**src/rtl/prio_pkg.sv**
```systemverilog
// Shared types and helpers for the priority/round-robin grant arbiter.
package prio_pkg;

  typedef enum logic [0:0] {
    IDLE,
    HOLD
  } state_e;

  localparam logic MODE_FIXED = 1'b0;
  localparam logic MODE_RR    = 1'b1;

  // Index width that stays at least one bit wide for tiny N.
  function automatic int unsigned clog2_min1(input int unsigned n);
    int unsigned r;
    r = $clog2(n);
    if (r < 1) r = 1;
    return r;
  endfunction

endpackage

```
**src/rtl/prio_pick.sv**
```systemverilog
// Combinational winner select: MSB-first fixed priority, or a descending cyclic search from base.
module prio_pick
  import prio_pkg::*;
#(
  parameter int unsigned N     = 8,
  parameter int unsigned IDX_W = 3
) (
  input  logic [N-1:0]     req_i,
  input  logic [IDX_W-1:0] base_i,
  input  logic             rr_i,
  output logic [IDX_W-1:0] idx_o,
  output logic [N-1:0]     onehot_o,
  output logic             any_o
);

  logic [N-1:0] low_mask;
  logic [N-1:0] low_req;

  function automatic logic [IDX_W-1:0] msb_idx(input logic [N-1:0] v);
    logic [IDX_W-1:0] r;
    r = '0;
    for (int unsigned i = 0; i < N; i++) begin
      if (v[i]) r = IDX_W'(i);
    end
    return r;
  endfunction

  // Searching base, base-1, ..., 0 then wrapping to N-1 is the same as taking the highest
  // request at or below base, falling back to the highest request overall.
  always_comb begin
    low_mask = '0;
    for (int unsigned i = 0; i < N; i++) begin
      low_mask[i] = (i <= 32'(base_i));
    end
    low_req = req_i & low_mask;
    any_o   = |req_i;
    if (rr_i == MODE_RR && |low_req) begin
      idx_o = msb_idx(low_req);
    end else begin
      idx_o = msb_idx(req_i);
    end
    onehot_o = any_o ? (N'(1) << idx_o) : '0;
  end

endmodule

```
**src/rtl/prio_grant_arb.sv**
```systemverilog
// N-way arbiter presenting a registered winner (index + one-hot) on a valid/ready handshake.
module prio_grant_arb
  import prio_pkg::*;
#(
  parameter  int unsigned N     = 8,
  localparam int unsigned IDX_W = clog2_min1(N)
) (
  input  logic             clk,
  input  logic             rst_n,
  input  logic [N-1:0]     req_i,
  input  logic             rr_mode_i,
  output logic             out_valid_o,
  input  logic             out_ready_i,
  output logic [IDX_W-1:0] out_idx_o,
  output logic [N-1:0]     out_onehot_o
);

  localparam logic [IDX_W-1:0] PtrMax = IDX_W'(N - 1);

  state_e           state_q;
  logic [IDX_W-1:0] ptr_q, ptr_d;
  logic             valid_q;
  logic [IDX_W-1:0] idx_q;
  logic [N-1:0]     onehot_q;

  logic [IDX_W-1:0] pick_idx;
  logic [N-1:0]     pick_onehot;
  logic             pick_any;

  // On a transfer the pointer moves past the granted index so the pick made at the
  // same edge already sees the advanced pointer. Wrap is modulo N.
  always_comb begin
    ptr_d = ptr_q;
    if (state_q == HOLD && out_ready_i && rr_mode_i == MODE_RR) begin
      ptr_d = (idx_q == '0) ? PtrMax : idx_q - IDX_W'(1);
    end
  end

  prio_pick #(
    .N     (N),
    .IDX_W (IDX_W)
  ) u_pick (
    .req_i    (req_i),
    .base_i   (ptr_d),
    .rr_i     (rr_mode_i),
    .idx_o    (pick_idx),
    .onehot_o (pick_onehot),
    .any_o    (pick_any)
  );

  always_ff @(posedge clk or negedge rst_n) begin
    if (!rst_n) begin
      state_q  <= IDLE;
      ptr_q    <= PtrMax;
      valid_q  <= 1'b0;
      idx_q    <= '0;
      onehot_q <= '0;
    end else begin
      unique case (state_q)
        IDLE: begin
          if (pick_any) begin
            idx_q    <= pick_idx;
            onehot_q <= pick_onehot;
            valid_q  <= 1'b1;
            state_q  <= HOLD;
          end
        end
        HOLD: begin
          if (out_ready_i) begin
            ptr_q <= ptr_d;
            if (pick_any) begin
              idx_q    <= pick_idx;
              onehot_q <= pick_onehot;
            end else begin
              // idx_q deliberately keeps its last value while idle.
              valid_q  <= 1'b0;
              onehot_q <= '0;
              state_q  <= IDLE;
            end
          end
        end
        default: state_q <= IDLE;
      endcase
    end
  end

  assign out_valid_o  = valid_q;
  assign out_idx_o    = idx_q;
  assign out_onehot_o = onehot_q;

endmodule

```
**config.mk**
```make
export PLATFORM = sky130hd
export DESIGN_NAME = prio_grant_arb
export DESIGN_NICKNAME = d
export VERILOG_FILES = /design/src/rtl/prio_pkg.sv /design/src/rtl/prio_pick.sv /design/src/rtl/prio_grant_arb.sv
export SDC_FILE = /design/constraint.sdc
export NUM_CORES = 1
export LEC_CHECK = 0
export CORE_UTILIZATION = 55
export CTS_CLUSTER_SIZE = 20
export DETAILED_ROUTE_END_ITERATION = 8
export DONT_BUFFER_PORTS = 1
export GPL_ROUTABILITY_DRIVEN = 0
export PLACE_DENSITY_LB_ADDON = 0.12
export SLEW_MARGIN = 20
export SYNTH_ARGS = -nofsm -noshare
export SYNTH_HDL_FRONTEND = slang
export SYNTH_SLANG_ARGS = --single-unit
```
**constraint.sdc**
```tcl
create_clock -name clk -period 2.8 [get_ports clk]
set_input_delay 0.7 -clock clk [delete_from_list [all_inputs] [get_ports clk]]
set_output_delay 0.7 -clock clk [all_outputs]
set_load 0.01 [all_outputs]
```
# --- After elaboration in Yosys (flattened, before gate mapping) ---
# Cells that the tools add are included.
totals:
  ff_bits: 16
  input_bits: 12
  out_inout_bits: 12
  elab_cells: 59
op_classes:
  n_addsub: 1
  magnitude_cmp: 7
  eq_ne: 3
  shifts: 1
  mux: 31
  bitwise_logic: 2
  reduce_logical: 9
op_table:
  columns: ["operator", "n"]
  rows:
  - ["3-bit two-way mux", 13]
  - ["8-bit two-way mux", 3]
  - ["8-bit case mux with 2 select lines", 1]
  - ["8-bit OR reduction", 2]
  - ["3-bit <= comparator (first input constant)", 4]
  - ["8-bit bitwise AND", 1]
  - ["2-bit two-way mux", 4]
  - ["1-bit by 3-bit << shifter with 8-bit output (first input constant)", 1]
  - ["1-bit two-way mux", 7]
  - ["2-bit by 3-bit <= comparator with 1-bit output (first input constant)", 2]
  - ["2-bit != test (second input constant)", 3]
  - ["3-bit case mux with 2 select lines", 1]
  - ["1-bit case mux with 2 select lines", 2]
  - ["2-bit AND reduction", 2]
  - ["1-bit by 3-bit <= comparator with 1-bit output (first input constant)", 1]
  - ["1-bit logical AND", 3]
  - ["3-bit zero test", 1]
  - ["3-bit AND reduction", 1]
  - ["3-bit by 1-bit subtractor with 3-bit output (second input constant)", 1]
  - ["1-bit inverter", 1]

# --- Longest topological paths before layout ---
# Gate-level depths: netlist of run 1.
logic_depth:
  word_depth: 17
  ltp_mapped: 11
  depth_no_buf: 11

# --- Cells and area by module ---
# Synthesis of run 1 repeated with hierarchy kept, for this count alone.
unflattened:
  hier_cells: 134
  hier_area_um2: 1244.9
by_module_without_submodules:
  columns: ["module", "instances", "cells_per_inst", "area_each_um2", "seq_area_each_um2"]
  rows:
  - ["prio_grant_arb", 1, 72, 800.8, 404.1]
  - ["prio_pick", 1, 62, 444.2, 0.0]

# --- Least setup slack after synthesis of run 1 ---
# OpenSTA, ideal clock, no wires.
synth_timing:
  path_type: "register to register"
  startpoint: "reg idx_q[0], in the netlist out_idx_o[0]"
  endpoint: "reg idx_q[0], in the netlist out_idx_o[0]"
  setup_time_ns: 0.125
  arrival_time_ns: 2.654
  path_slack_ns: 0.022
  stages_incl_launch_ff: 11
  n_path_buf: 0
  synth_period_minus_slack_ns: 2.778
  cell_sequence: "dfrtp_1 -> inv_1 -> ha_1 -> ha_1 -> nor2b_1 -> nand4_1 -> a31o_1 -> o31ai_4 -> mux2i_1 -> nand2_2 -> mux2_2"
synth_via:
  elab_chain_len: 16
  word_cells_on_any_way: 25
  cone_classes: "add/sub (1); order compare (7); mux (13); bitwise (1); reduce/logical (3)"
synth_rtl:
  columns: ["item", "line", "source"]
  rows:
  - ["from (decl)", "prio_grant_arb.sv:23", "logic [IDX_W-1:0] idx_q;"]
  - ["from (signal assigned)", "prio_grant_arb.sv:62", "idx_q <= pick_idx;"]
  - ["from (signal assigned)", "prio_grant_arb.sv:72", "idx_q <= pick_idx;"]
  - ["3-bit by 1-bit subtractor with 3-bit output / 3-bit zero test (equally long branches)", "prio_grant_arb.sv:35", "ptr_d = (idx_q == '0) ? PtrMax : idx_q - IDX_W'(1);"]
  - ["3-bit two-way mux", "prio_grant_arb.sv:35", null]
  - ["3-bit two-way mux", "prio_grant_arb.sv:34", "if (state_q == HOLD && out_ready_i && rr_mode_i == MODE_RR) begin"]
  - ["1-bit by 3-bit <= comparator with 1-bit output", "prio_pick.sv:33", "low_mask[i] = (i <= 32'(base_i));"]
  - ["8-bit bitwise AND", "prio_pick.sv:35", "low_req = req_i & low_mask;"]
  - ["1-bit two-way mux", "prio_pick.sv:23", "if (v[i]) r = IDX_W'(i);"]
  - ["2-bit two-way mux (2 in a row)", "prio_pick.sv:23", null]
  - ["3-bit two-way mux (4 in a row)", "prio_pick.sv:23", null]
  - ["3-bit two-way mux", "prio_pick.sv:37", "if (rr_i == MODE_RR && |low_req) begin"]
  - ["3-bit two-way mux (*)", "prio_grant_arb.sv:61, prio_grant_arb.sv:71", null]
  - ["3-bit two-way mux", "prio_grant_arb.sv:69", "if (out_ready_i) begin"]
  - ["3-bit case mux with 2 select lines (*)", "prio_grant_arb.sv:59", "unique case (state_q)"]
# Every way passes the cells marked *; elsewhere a longest branch is shown, timed or not. The select of a mux whose other input is x is not followed.
# A chain may end at the register's enable or synchronous reset.

# --- Worst setup path in the final report of run 1 ---
# Same ends and word-level chain as after synthesis.

==> metrics.csv, run 1 <==
metric;value;unit
outcome;complete, no violations;
cts_root_buf;clkbuf_4;
antenna_found_initial;0;
wirelength;2630;um
diodes;0;
worstSetupStartpointType;register;
layout_common_cells;nand2_1 (14), dfrtp_1 (13), buf_4 (11);
clock.fmax;0.378;GHz
syn_area;1100;um2
clock_latency;290;ps
via_per_inst;6.65;
yosys.area.top_type;dfrtp_1;
p_per_area;711;nW/um2
layout-drive-gt1-share;24.8;%
worstPathRequired;2980;ps
skew;5.85;ps
criticalPathCategory;reg -> reg;
leakagePower;0.542;nW
drc;0;
start_util;60.8;%
worst_pin_slew;446;ps
synth_adder_area_share;2.28;%
ys_seq_area_share;36.9;%
grt_pass1_wl;4040;um
endpoint_kind;register;
worstPathMaxFanout;6;
yosys.area.top_type_share;29.7;%
synth-simple-area-share;21.0;%
final_area;1240;um2
postPlaceCellArea;1160;um2
synth_top_family_by_area;compound AO/OA/AOI/OAI gates;
yosysUniqueCellTypes;46;
critical_path_arrival;2830;ps
setup_violations;0;
hpwl;1970;um
syn_area_per_cell;8.98;um2
antenna_left;0;
wire_per_inst;16.7;um
hp-class;in -> async;
critPathMaxStageDelay;350;ps
worst-path-buf-inv;1;
htreeDepth;1;
synth_warnings;0;
first_global_vias;913;
nNetsFinal;148;
fin_ws;156;ps
synthMuxAreaShare;2.85;%
vdd_drop_max;0.000477;V
row_count;15;
crit_chain;inv_1 -> ha_1 -> ha_2 -> nor2b_2 -> a21boi_2 -> o311ai_2 -> nand2_1 -> o31ai_4 -> mux2i_1 -> nand2_2 -> mux2_2;
holdBufCountCts;0;
syn_nets;136;
vias;1051;
synth_area_leaders;dfrtp_1 (30%), dfstp_2 (7.2%), nand2_1 (4.8%);
relSlewSlack;70.0;%
finalHoldViolCount;0;
synth_edf_count;0;
synth-seq-cells;16;
dr.pass1.iters;4;
slew_viol_final;0;
io_buffers;0;
final_common_cell;nand2_1;
grt_max_degree;17;
crit_slowest_cell;dfrtp_1;
syn_inst;122;
place_ws;112;ps
post-route-util;69.0;%
core;1800;um2
critPathTopFamily;compound AO/OA/AOI/OAI gates;
cts.sinks;16;
grt.total_usage;26.6;%
maxCapViolCount;0;
syn_to_final_growth;13.4;%
synth-async-reset-ratio;100;%
fp.dieW;46.6;um
die_y;46.6;um
period_needed;2640;ps
synth_xor_area_share;0;%
first_iter_violations;37;
final.period_utilization;94.4;%
fp.dieArea;2180;um2
synth_ff_type;dfrtp_1;
clk_pin_slew;100;ps
cts_inserted_buffers;3;
cts_tree;yes;
synth-compound-area-share;31.8;%
clockBufferDepth;2;
grt-ovfl-total;0;
ios;24;
-- stage by stage --
stage,setup TNS [ps],hold WS [ps],total power [mW],instances
floorplan,0,404,0.577,122
global placement,0,405,0.680,152
detailed placement,0,405,0.683,152
CTS,0,88.3,0.839,156
global route,-105,71.7,0.939,158
finish,0,91.6,0.883,158
-- state kept, by name, indices dropped and copies added (netlist names) --
name / flops
ptr_q: 3
out_idx_o: 3
out_valid_o: 1
state_q: 1
out_onehot_o: 8
-- worst register-to-register path, delay by kind of cell, from the launching register on --
kind / cells / cell delay [ps]
muxes: 2 / 570
and+or+nand+nor: 3 / 490
DFF: 1 / 350
buffers and inverters: 1 / 40
adders and majority gates: 2 / 390
AOI/OAI and AO/OA: 3 / 690
-- power by group --
group	switching, mW	internal (mW)
Sequential	0.0562	0.287
Clock	0.0765	0.0791
Combinational	0.206	0.178
-- repair_timing --
action                                  CTS  global route
endpoints found under the setup margin    0             6
buffers inserted                          0             2
gates resized for setup                   0             9
-- synth_stat cells, types with 2 or more instances --
cell	instances
a22o_1	4
dfstp_2	3
a21oi_1	7
inv_1	6
nand3_1	2
and3_1	4
a32o_1	4
buf_6	2
nand2b_1	3
o21a_1	3
dfrtp_1	13
a31oi_1	2
nor2_1	10
nor2b_1	4
o21ai_0	7
ha_1	2
a22oi_1	2
nand2_1	14
o211ai_1	2
mux2i_1	2
-- cell families (layout without fill, tap and decap cells) --
logic type	count (synthesis)	count (layout)
compound gates	45	45
buf+inv	10	21
simple gates	46	46
flops	16	16
mux	3	3
fa+ha+maj	2	2
-- layer usage --
metal  vias up  GRT usage [%]  part of all wire (%)
met1       505           40.6                    44
met5         -              0                     0
met4         0           7.43                   1.6
met3         8           3.92                   8.5
li1        483              -                     -
met2        55           38.6                    46
-- worst paths after layout --
kind | to | start | depth (start not counted) | slack [ps]
max in group asynchronous | ptr_q[0]$_DFFE_PN1N_ | rst_n | 0 | 2540
worst max-delay path | out_idx_o[0]$_DFFE_PN0P_ | out_idx_o[0]$_DFFE_PN0P_ | 11 | 160
worst min-delay path | state_q$_DFF_PN0_ | rst_n | 0 | 90
worst min register to register | out_onehot_o[4]$_DFFE_PN0P_ | out_onehot_o[4]$_DFFE_PN0P_ | 2 | 570
min in group clk | out_onehot_o[4]$_DFFE_PN0P_ | out_onehot_o[4]$_DFFE_PN0P_ | 2 | 570
worst max register to register | out_idx_o[0]$_DFFE_PN0P_ | out_idx_o[0]$_DFFE_PN0P_ | 11 | 160
-- final cells by class --
type                    instances  area, um2
multi-input cells              96        666
inverters                       6       22.5
well taps                      25       31.3
flip-flops and latches         16        404
fillers                       166        559
repair buffers                 11       82.6
clock buffers                   4       36.3
Power figures use the tool's default switching activity.
==> run 2: changes to the inputs <==
--- a/config.mk
+++ b/config.mk
@@ -5,7 +5,8 @@
 export SDC_FILE = /design/constraint.sdc
 export NUM_CORES = 1
 export LEC_CHECK = 0
-export CORE_UTILIZATION = 55
+export CORE_UTILIZATION = 58
+export CTS_BUF_LIST = sky130_fd_sc_hd__clkbuf_8
 export CTS_CLUSTER_SIZE = 20
 export DETAILED_ROUTE_END_ITERATION = 8
 export DONT_BUFFER_PORTS = 1
==> run 2 against run 1 <==
  * Worst hold slack better by 49 ps
  * Cell count is 1.3% higher
  * Combinational power is 1% higher
  * Core utilization is 3.7 points higher
  * Global-route usage is 2.5 points higher
  * Sequential share of layout area is 0.67 points lower
  * Count of clock-buffer cells in the layout stayed put
  * Clock power is 31% higher
  * Non-clock buffer count is 2 higher
  * Critical endpoint unchanged
==> metrics.csv, run 2 (synthesis gave the netlist of run 1 again) <==
metric;value;unit;change
gr-usage-met2;41.4;%;+2.8 points
fin_cells;160;;+1.3%
final_area;1270;um2;+2.1%
first_iter_violations;52;;+41%
reg2reg_depth;11;;unchanged
seq_area;404;um2;unchanged
reg2reg_to;out_idx_o[0]$_DFFE_PN0P_;;
cts_root_buf;clkbuf_8;;
layout-drive-gt1-share;25.2;%;+0.37 points
fp.dieW;45.5;um;-2.5%
clk_pin_slew;60;ps;-40 ps
nNetsFinal;150;;+1.4%
antenna_left;0;;unchanged
outcome;complete, no violations;;
clock_latency;250;ps;-40 ps
io_buffers;0;;unchanged
vias;1051;;unchanged
grt_max_degree;17;;unchanged
worstSetupStartpointType;register;;
core;1750;um2;-3.1%
clock.fmax;0.367;GHz;-2.9%
layout_common_cells;nand2_1 (14), dfrtp_1 (13), buf_4 (13);;
crit_chain;inv_1 -> ha_1 -> ha_2 -> nor2b_2 -> a21boi_2 -> o311ai_2 -> nand2_1 -> o31ai_4 -> mux2i_2 -> nand2_2 -> mux2_2;;
wire_per_inst;16.9;um;+1.2%
final.period_utilization;97.3;%;+2.8 points
die_y;45.5;um;-2.5%
setup_violations;0;;unchanged
cts_tree;yes;;
skew;1.25;ps;-4.60 ps
antenna_found_initial;0;;unchanged
grt_pass1_wl;4260;um;+5.5%
syn_to_final_growth;15.8;%;
slew_viol_final;0;;unchanged
wirelength;2700;um;+2.5%
fp.dieArea;2070;um2;-5.0%
rr_startpoint;out_idx_o[1]$_DFFE_PN0P_;;
leakagePower;0.553;nW;+2.0%
ios;24;;unchanged
worstPathRequired;2940;ps;-40 ps
p_per_area;740;nW/um2;+4.1%
cts.sinks;16;;unchanged
clockBufferDepth;2;;unchanged
placed_cells;152;;unchanged
dr.pass1.iters;4;;unchanged
vdd_drop_max;0.000650;V;+36%
hp-class;in -> async;;
critical_path_arrival;2860;ps;+30 ps
hpwl;1980;um;+0.49%
drc;0;;unchanged
row_count;15;;unchanged
htreeDepth;1;;unchanged
relSlewSlack;63.2;%;-6.7 points
worstPathMaxFanout;6;;unchanged
final_common_cell;nand2_1;;
start_util;62.8;%;+2.0 points
multi_input_area;658;um2;-1.1%
maxCapViolCount;0;;unchanged
grt_use_met1;40.1;%;-0.53 points
postPlaceCellArea;1160;um2;unchanged
grt.total_usage;29.1;%;+2.5 points
endpoint_kind;register;;
p_total;0.939;mW;+6.3%
finalHoldViolCount;0;;unchanged
first_global_vias;949;;+3.9%
cts_inserted_buffers;3;;unchanged
critPathMaxStageDelay;350;ps;about the same
busiest_layer;met2;;
grt-ovfl-total;0;;unchanged
worst_pin_slew;547;ps;+100 ps
diodes;0;;unchanged
r2r_setup_slack;80;ps;-80 ps
largest_register_ffs;8;;unchanged
via_per_inst;6.57;;-1.3%
period_needed;2720;ps;+79.1 ps
criticalPathCategory;reg -> reg;;
met3_usage;10.7;%;+6.8 points
crit_slowest_cell;dfrtp_1;;
fill_cells;120;;-28%
-- run 2: power by group --
| part | internal, mW | switching, mW | leakage, nW |
|---|---|---|---|
| clock network | 0.125 | 0.0798 | 0.0288 |
| logic | 0.182 | 0.207 | 0.334 |
| registers | 0.288 | 0.0573 | 0.190 |
-- run 2: area by class of cell --
type | count | share of cell area [%]
tap | 25 | 2.47
sequential | 16 | 31.9
inverter | 6 | 1.78
timing repair buffer | 13 | 7.69
clock buffer | 4 | 4.34
multi-input combinational | 96 | 51.9
-- run 2: worst max path at each step --
stage                             startpoint                        to  slack (ps)  depth (start not counted)
floorplan           out_idx_o[0]$_DFFE_PN0P_  out_idx_o[0]$_DFFE_PN0P_          20                         10
global placement                 out_ready_i  out_idx_o[0]$_DFFE_PN0P_         190                          7
detailed placement  out_idx_o[0]$_DFFE_PN0P_  out_idx_o[0]$_DFFE_PN0P_          70                         11
CTS                 out_idx_o[0]$_DFFE_PN0P_  out_idx_o[0]$_DFFE_PN0P_          50                         11
global route        out_idx_o[0]$_DFFE_PN0P_  out_idx_o[0]$_DFFE_PN0P_         -50                         11
finish              out_idx_o[1]$_DFFE_PN0P_  out_idx_o[0]$_DFFE_PN0P_          80                         11
-- run 2: worst max-delay path, delay by kind of cell, from the launching register on --
kind                     cells  cell delay (ps)
AO/OA/AOI/OAI                3              750
multiplexers                 2              580
AND/OR/NAND/NOR              3              500
adder cells (fa/ha/maj)      2              380
flip-flops                   1              350
buffers and inverters        1               60
-- run 2: routing by layer --
| metal | vias to the layer above | part of all wire [%] |
|---|---|---|
| met2 | 70 | 45 |
| met4 | 0 | 2.9 |
| li1 | 487 | - |
| met5 | - | 0 |
| met1 | 482 | 41 |
| met3 | 12 | 11 |
-- run 2: metrics by stage --
stage,utilization (%),hold WS (ps),setup TNS (ps),setup slack [ps]
3_3_place_gp,66.5,405,0,185
5_1_grt,72.7,124,-59.2,-48.3
3_5_place_dp,66.5,405,0,72.7
2_1_floorplan,-,404,0,21.7
4_1_cts,69.7,137,0,54.7
6_report,72.7,140,0,76.5
-- run 2: timing repair --
action                                  4_1_cts  5_1_grt
endpoints found under the setup margin        0        9
setup buffers                                 0        4
resized for setup                             0        7
hold buffers                                  0        0
==> run 3: changes to the inputs <==
--- a/config.mk
+++ b/config.mk
@@ -12,6 +12,7 @@
 export DONT_BUFFER_PORTS = 1
 export GPL_ROUTABILITY_DRIVEN = 0
 export PLACE_DENSITY_LB_ADDON = 0.12
+export REMOVE_ABC_BUFFERS = 1
 export SLEW_MARGIN = 20
 export SYNTH_ARGS = -nofsm -noshare
 export SYNTH_HDL_FRONTEND = slang
==> run 3 against run 2 <==
  * Core utilization decreased by 0.072 points
  * Cell count unchanged
  * Setup slack improved by 29 ps
  * Flip-flop and latch count unchanged
==> metrics.csv, run 3 (synthesis gave the netlist of run 1 again) <==
metric;value;unit;change
outcome;complete, no violations;;
fin_cells;160;;unchanged
syn_to_final_growth;15.6;%;about the same
grt_pass1_wl;4040;um;-5.2%
ios;24;;unchanged
worst_pin_slew;412;ps;-135 ps
diodes;0;;unchanged
place_ws;106;ps;+33.6 ps
rsz0062_at_grt;yes;;
holdBufCountCts;0;;unchanged
skew;2.56;ps;+1.31 ps
clockBufferDepth;2;;unchanged
nNetsFinal;150;;unchanged
via_per_inst;6.38;;-2.9%
worstSetupStartpointType;register;;
slew_viol_final;0;;unchanged
maxCapViolCount;0;;unchanged
criticalPathCategory;reg -> reg;;
hp-class;in -> async;;
drc;0;;unchanged
worstPathRequired;2930;ps;about the same
reg2reg_depth;11;;unchanged
cts_tree;yes;;
wirelength;2540;um;-6.0%
period_needed;2690;ps;-28.7 ps
critical_path_arrival;2820;ps;-40 ps
postPlaceCellArea;1160;um2;unchanged
comb_power_share;41.7;%;+0.2 points
row_count;15;;unchanged
p_per_area;730;nW/um2;-1.3%
clock_latency;240;ps;about the same
hpwl;1970;um;-0.68%
fp.dieArea;2070;um2;unchanged
relSlewSlack;72.4;%;+9.1 points
wire_per_inst;15.8;um;-6.0%
cts_inserted_buffers;3;;unchanged
vdd_drop_max;0.000403;V;-38%
rr_startpoint;out_idx_o[0]$_DFFE_PN0P_;;
cts_root_buf;clkbuf_8;;
final.period_utilization;96.2;%;-1.0 points
finalHoldViolCount;0;;unchanged
multi_input_area;657;um2;-0.19%
clk_pin_slew;60;ps;about the same
start_util;62.8;%;unchanged
htreeDepth;1;;unchanged
fp.dieW;45.5;um;unchanged
dr.pass1.iters;4;;unchanged
leakagePower;0.555;nW;+0.31%
power.share.sequential;37.1;%;+0.3 points
clock.fmax;0.371;GHz;+1.1%
setup_violations;0;;unchanged
fin_ws;105;ps;+28.7 ps
worstPathMaxFanout;6;;unchanged
grt-ovfl-total;0;;unchanged
fill_cells;131;;+9.2%
grt.total_usage;27.0;%;-2.1 points
io_buffers;0;;unchanged
placed_cells;152;;unchanged
grt_max_degree;17;;unchanged
antenna_left;0;;unchanged
endpoint_kind;register;;
final_area;1270;um2;about the same
cts.sinks;16;;unchanged
first_iter_violations;64;;+23%
core;1750;um2;unchanged
die_y;45.5;um;unchanged
layout-drive-gt1-share;23.7;%;-1.5 points
internal_power;0.594;mW;-0.11%
first_global_vias;893;;-5.9%
p_sw;0.331;mW;-3.8%
switching_share;35.8;%;-0.86 points
vias;1021;;-2.9%
largest_register_ffs;8;;unchanged
seq_area;404;um2;unchanged
p_clk_share;21.1;%;-0.7 points
layout_common_cells;nand2_1 (14), dfrtp_1 (13), buf_4 (13);;
critPathLaunch;out_idx_o[0]$_DFFE_PN0P_;;
antenna_found_initial;0;;unchanged
post-route-util;72.6;%;about the same
final_common_cell;nand2_1;;
-- run 3: cell counts in the layout (fill, tap and decap cells not counted) --
Identical to the previous run, type by type.
-- run 3: repair_timing --
action                     in CTS  in global routing
setup endpoints to repair       0                  6
buffers inserted                0                  4
gates resized for setup         0                  6
-- run 3: area by class of cell --
cell class,count,area share [%]
clock buffers,4,4.34
inverters,6,1.78
multi-input cells,96,51.8
flip-flops and latches,16,31.9
well taps,25,2.47
repair buffers,13,7.70
-- run 3: routing by layer --
| layer | vias to the layer above | GRT usage [%] | wire (um) |
|---|---|---|---|
| li1 | 485 | - | - |
| met1 | 491 | 39.8 | 1170 |
| met2 | 45 | 41.1 | 1170 |
| met3 | 0 | 4.76 | 195 |
| met4 | 0 | 6.06 | 0 |
| met5 | - | 0 | 0 |
-- run 3: path summary, 6_finish.rpt --
| kind | end | slack [ps] |
|---|---|---|
| max in group asynchronous | ptr_q[1]$_DFFE_PN1N_ | 2480 |
| max | out_idx_o[0]$_DFFE_PN0P_ | 110 |
| min reg2reg | out_onehot_o[4]$_DFFE_PN0P_ | 560 |
| max reg2reg | out_idx_o[0]$_DFFE_PN0P_ | 110 |
| min | state_q$_DFF_PN0_ | 150 |
| min in group clk | out_onehot_o[4]$_DFFE_PN0P_ | 560 |
-- run 3: worst max-delay path, stage by stage (launching register included) --
cell      delay [ps]
dfrtp_1          350
inv_1             50
ha_1             200
ha_1             220
nor2b_2          160
a21boi_1         100
o311ai_1         370
nand2_1          170
o31ai_4          280
mux2i_2          280
nand2_2          130
mux2_2           280
-- run 3: power groups by stage --
| stage | sequential (mW) | clock, mW | combinational [mW] |
|---|---|---|---|
| 2_1_floorplan | 0.342 | 0 | 0.230 |
| 3_3_place_gp | 0.345 | 0 | 0.327 |
| 3_5_place_dp | 0.347 | 0 | 0.331 |
| 4_1_cts | 0.344 | 0.200 | 0.333 |
| 5_1_grt | 0.349 | 0.213 | 0.417 |
| 6_report | 0.343 | 0.196 | 0.386 |
-- run 3: through the flow --
| step | hold slack, ps | power (mW) | TNS [ps] |
|---|---|---|---|
| 2_1_floorplan | 404 | 0.572 | 0 |
| 3_3_place_gp | 405 | 0.672 | 0 |
| 3_5_place_dp | 405 | 0.678 | 0 |
| 4_1_cts | 144 | 0.876 | 0 |
| 5_1_grt | 133 | 0.979 | -83.8 |
| 6_report | 148 | 0.925 | 0 |
